File: src/rtl/sr_bank_pkg.sv
// sr_bank_pkg: shared FSM encoding, operation codes and requester IDs for the SR bank arbiter
package sr_bank_pkg;
  typedef enum logic [1:0] {IDLE = 2'd0, PULSE = 2'd1, ACK = 2'd2} state_t;
  localparam logic OP_SET = 1'b1;
  localparam logic OP_RESET = 1'b0;
  localparam logic REQ_A = 1'b0;
  localparam logic REQ_B = 1'b1;
endpackage

File: src/rtl/sr_cell.sv
// sr_cell: clocked SR storage bit; S and R together hold the cell
module sr_cell (
  input  logic clk,
  input  logic rst,
  input  logic s,
  input  logic r,
  output logic q
);
  always_ff @(posedge clk) begin
    if (rst) q <= 1'b0;
    else if (s && !r) q <= 1'b1;
    else if (r && !s) q <= 1'b0;
  end
endmodule

File: src/rtl/sr_bank_arbiter.sv
// sr_bank_arbiter: round-robin arbiter driving one-cycle set/reset strobes into a bank of SR cells
module sr_bank_arbiter
  import sr_bank_pkg::*;
#(
  parameter int N_CELLS = 4,
  parameter int IDX_W = 2
) (
  input  logic               clk,
  input  logic               rst,
  input  logic               req_a,
  input  logic               op_a,
  input  logic [IDX_W-1:0]   idx_a,
  output logic               ack_a,
  input  logic               req_b,
  input  logic               op_b,
  input  logic [IDX_W-1:0]   idx_b,
  output logic               ack_b,
  output logic [N_CELLS-1:0] Q,
  output logic [N_CELLS-1:0] Qb,
  output logic               busy
);
  state_t state, state_nxt;
  logic lat_op, winner, ptr, grant_b, pulse;
  logic [IDX_W-1:0] lat_idx;
  logic [N_CELLS-1:0] s, r;
  // B wins when it is alone or when both ask and the pointer favours B
  assign grant_b = req_b && (!req_a || ptr == REQ_B);
  always_ff @(posedge clk) begin
    if (rst) begin
      state <= IDLE;
      ptr <= REQ_A;
      winner <= REQ_A;
      lat_op <= OP_RESET;
      lat_idx <= '0;
    end else begin
      state <= state_nxt;
      if (state == IDLE && (req_a || req_b)) begin
        winner <= grant_b;
        lat_op <= grant_b ? op_b : op_a;
        lat_idx <= grant_b ? idx_b : idx_a;
      end
      if (state == ACK) ptr <= ~winner;
    end
  end
  always_comb begin
    state_nxt = IDLE;
    busy = 1'b0;
    ack_a = 1'b0;
    ack_b = 1'b0;
    pulse = 1'b0;
    state_nxt = (state == IDLE) ? ((req_a || req_b) ? PULSE : IDLE) :
                (state == PULSE) ? ACK : IDLE;
    busy = state != IDLE;
    ack_a = state == ACK && winner == REQ_A;
    ack_b = state == ACK && winner == REQ_B;
    pulse = state == PULSE && !rst;
  end
  // out-of-range indices match no cell, so nothing changes but the ack still follows
  always_comb begin
    s = '0;
    r = '0;
    for (int i = 0; i < N_CELLS; i++) begin
      s[i] = pulse && lat_op == OP_SET && lat_idx == IDX_W'(i);
      r[i] = pulse && lat_op == OP_RESET && lat_idx == IDX_W'(i);
    end
  end
  for (genvar g = 0; g < N_CELLS; g++) begin : g_cell
    sr_cell u_cell (.clk(clk), .rst(rst), .s(s[g]), .r(r[g]), .q(Q[g]));
  end
  assign Qb = ~Q;
endmodule

File: config.mk
export PLATFORM = sky130hd
export DESIGN_NAME = sr_bank_arbiter
export DESIGN_NICKNAME = d
export VERILOG_FILES = /design/src/rtl/sr_bank_pkg.sv /design/src/rtl/sr_cell.sv /design/src/rtl/sr_bank_arbiter.sv
export SDC_FILE = /design/constraint.sdc
export NUM_CORES = 1
export LEC_CHECK = 0
export ABC_AREA = 0
export ABC_CLOCK_PERIOD_IN_PS = 3200
export CAP_MARGIN = 20
export CORE_MARGIN = 2
export CORE_UTILIZATION = 47
export DETAILED_ROUTE_END_ITERATION = 10
export PLACE_DENSITY = 0.89
export REMOVE_ABC_BUFFERS = 1
export SETUP_SLACK_MARGIN = 0.02
export SYNTH_ARGS = -nofsm -noshare
export SYNTH_HDL_FRONTEND = slang
export SYNTH_SLANG_ARGS = --single-unit
File: constraint.sdc
create_clock -name clk -period 3.2 [get_ports clk]
set_input_delay 0.48 -clock clk [delete_from_list [all_inputs] [get_ports clk]]
set_output_delay 0.48 -clock clk [all_outputs]
set_load 0.005 [all_outputs]
==> metrics.md <==
| Metric | Value |
|---|---|
| Global route total overflow | 0 |
| Cells after DPL | 104 |
| N_diodes | 0 |
| Cts hold-fix bufs | 0 |
| Core area | 1280 um^2 |
| Post-Syn Area | 643 um^2 |
| H-tree depth | 1 |
| Nets | 108 |
| FFs w/ async S/R, synth | 0 |
| Layout cells sized above 1 | 0.108 |
| PortBufs | 20 |
| Cts bufs inserted | 3 |
| Top cell type's share of synthesized area | 0.342 |
| Pin count of the biggest net entering global routing | 12 |
| CTS max path bufs | 2 |
| Max-cap violations | 0 |
| Register bit total from synthesis | 11 |
| Num Clock Sinks | 11 |
| Final instance area | 847 um^2 |
| Die area | 1680 um^2 |
| Final worst slack | 1.09 ns |
| Worst-skew pair later-pin latency | 0.27 ns |
| Setup Crit Path Kind | primary input to register |
| Required time of the critical path | 3.34 ns |
| Final setup viols | 0 |
| Post-Syn Instances | 76 |
| Post-DP HPWL | 896 um |
| Die X | 41.0 um |
| Post-CTS setup buffer count | 0 |
| Final Max Tran Viols | 0 |
| Synthesized area per cell | 8.46 um^2 |
| Initial core utilization | 0.500 |
| Fin Setup TNS | 0 ns |
| Slew headroom | 0.696 |
| CTS root buffer | clkbuf_4 |
| Vias in the first global route | 449 |
| # fillers | 117 |
| CTS tree | yes |
| Sequential share of the synthesized area | 0.342 |
| DR WL/cell | 10.3 um |
| Max IR drop VDD | 0.252 mV |
| WP data arrival | 2.26 ns |
| Yosys top cell by area | dfxtp_1 |
| Pre-CTS WS | 0.779 ns |
| I/O pins | 21 |
| Max Fanout on Critical Path | 11 |
| WL final | 1110 um |
| Worst Tran Pin Value | 0.454 ns |
| Hold Vio Cnt, Final | 0 |
| Floorplan row count | 13 |
| Via count | 539 |
| Outcome | finished clean |
| Post-CTS Resized | 0 |
| Syn. warnings | 0 |
| CTS clk-pin slew, worst paths | 0.07 ns |
| Global-route wire length before repair | 1820 um |
| GRT Total Usage | 0.171 |
| Post-synth EDFFs | 0 |
| FMAX | 473 MHz |
| Min-Delay Path Class | register to register |
| Crit share post-route | 0.661 |
| RSZ-0062 raised after global routing | false |
| Core Util, Final | 0.659 |
| Synth cell count leaders | 11 x dfxtp_1, 8 x nor2_1, 6 x inv_1, 5 x a21oi_1, 5 x nand3_1 |
| CP Capture Type | register |
| Gpl congestion | 0.698 |
| Area growth, synth to finish | 31.7% |
| Leak | 0.335 nW |
| Crit path time final | 2.11 ns |
| Design Power | 303 uW |
| Residual DRC | 0 |
| Post-DP Area | 821 um^2 |
| ANT nets after route | 0 |
| First-pass iteration count of the detailed router | 4 |
| Initial antenna violation count | 0 |
| Top FF cell, synth | dfxtp_1 |
| Startpoint types | primary input |
| Drt via density | 4.99 |
| Cell variety after synth | 27 |
| Worst Skew | 0.00206 ns |
| DIE HEIGHT | 41.0 um |
| Fin cells | 108 |
| DRC marker count from the first detailed-route iteration | 11 |
| Pwr dens | 358 nW/um^2 |
| Worst hold margin | 0.493 ns |
| Top-count cell post-synth | dfxtp_1 |
| Top post-synthesis cells by area | dfxtp_1 34%, ha_1 7.8%, mux2i_1 6.2% |
cell type report:
class	count	area [um^2]	share of cell area
Tap cell	15	18.8	0.0222
Timing Repair Buffer	20	200	0.236
Sequential cell	11	220	0.260
Clock buffer	4	26.3	0.0310
Inverter	7	26.3	0.0310
Multi-Input combinational cell	51	355	0.419
layer usage:
| layer | up-vias | part of all wire | global-route usage |
|---|---|---|---|
| li1 | 292 | - | - |
| met1 | 222 | 0.48 | 0.211 |
| met2 | 20 | 0.43 | 0.258 |
| met3 | 5 | 0.060 | 0.0380 |
| met4 | 0 | 0.025 | 0.125 |
| met5 | - | 0 | 0 |
cells in the final DEF (no fill, tap or decap), drive strengths merged:
cell type / instances
inv: 7
and2b: 1
clkdlybuf4s50: 20
nand2: 3
ha: 4
a311oi: 3
nand3b: 2
nor2: 9
dfxtp: 11
o21ai: 4
nor2b: 1
a21oi: 5
mux2i: 4
nand3: 5
clkbuf: 4
nand2b: 1
nor3: 3
or2: 1
and3: 1
nor3b: 4
worst paths after layout:
check,from,endpoint,slack [ns],cells past startpoint
min reg2reg,winner$_SDFFE_PP0P_,winner$_SDFFE_PP0P_,0.49,2
max reg2reg,state[0]$_SDFF_PP0_,g_cell[2].u_cell.q$_SDFFE_PP0P_,1.59,6
min,winner$_SDFFE_PP0P_,winner$_SDFFE_PP0P_,0.49,2
max,rst,g_cell[2].u_cell.q$_SDFFE_PP0P_,1.09,7
logic make-up (layout without fill, tap and decap cells):
logic type	Yosys count	in the layout	synth area share
AND/OR/NAND/NOR	31	31	0.302
multiplexers	4	4	0.0623
AO/OA/AOI/OAI	12	12	0.111
buffers and inverters	14	31	0.105
adder cells (fa/ha/maj)	4	4	0.0778
flip-flops	11	11	0.342
power by group:
group	switching, mW	total (mW)	internal [mW]	leakage, nW
Sequential	0.0121	0.157	0.145	0.0900
Combinational	0.0226	0.0524	0.0298	0.230
Clock	0.0456	0.0939	0.0483	0.0150
critical path, stage by stage:
cell             delay (ns)
clkdlybuf4s50_1        0.63
nor3b_4                0.30
and2b_1                0.21
nand3b_1               0.10
ha_1                   0.31
mux2i_1                0.18
nor2_1                 0.05
sequential cells by signal (all words and copies together) (netlist names):
register         count
ptr                  1
state                2
lat_idx              2
winner               1
lat_op               1
g_cell.u_cell.q      4
Power figures use the tool's default switching activity.
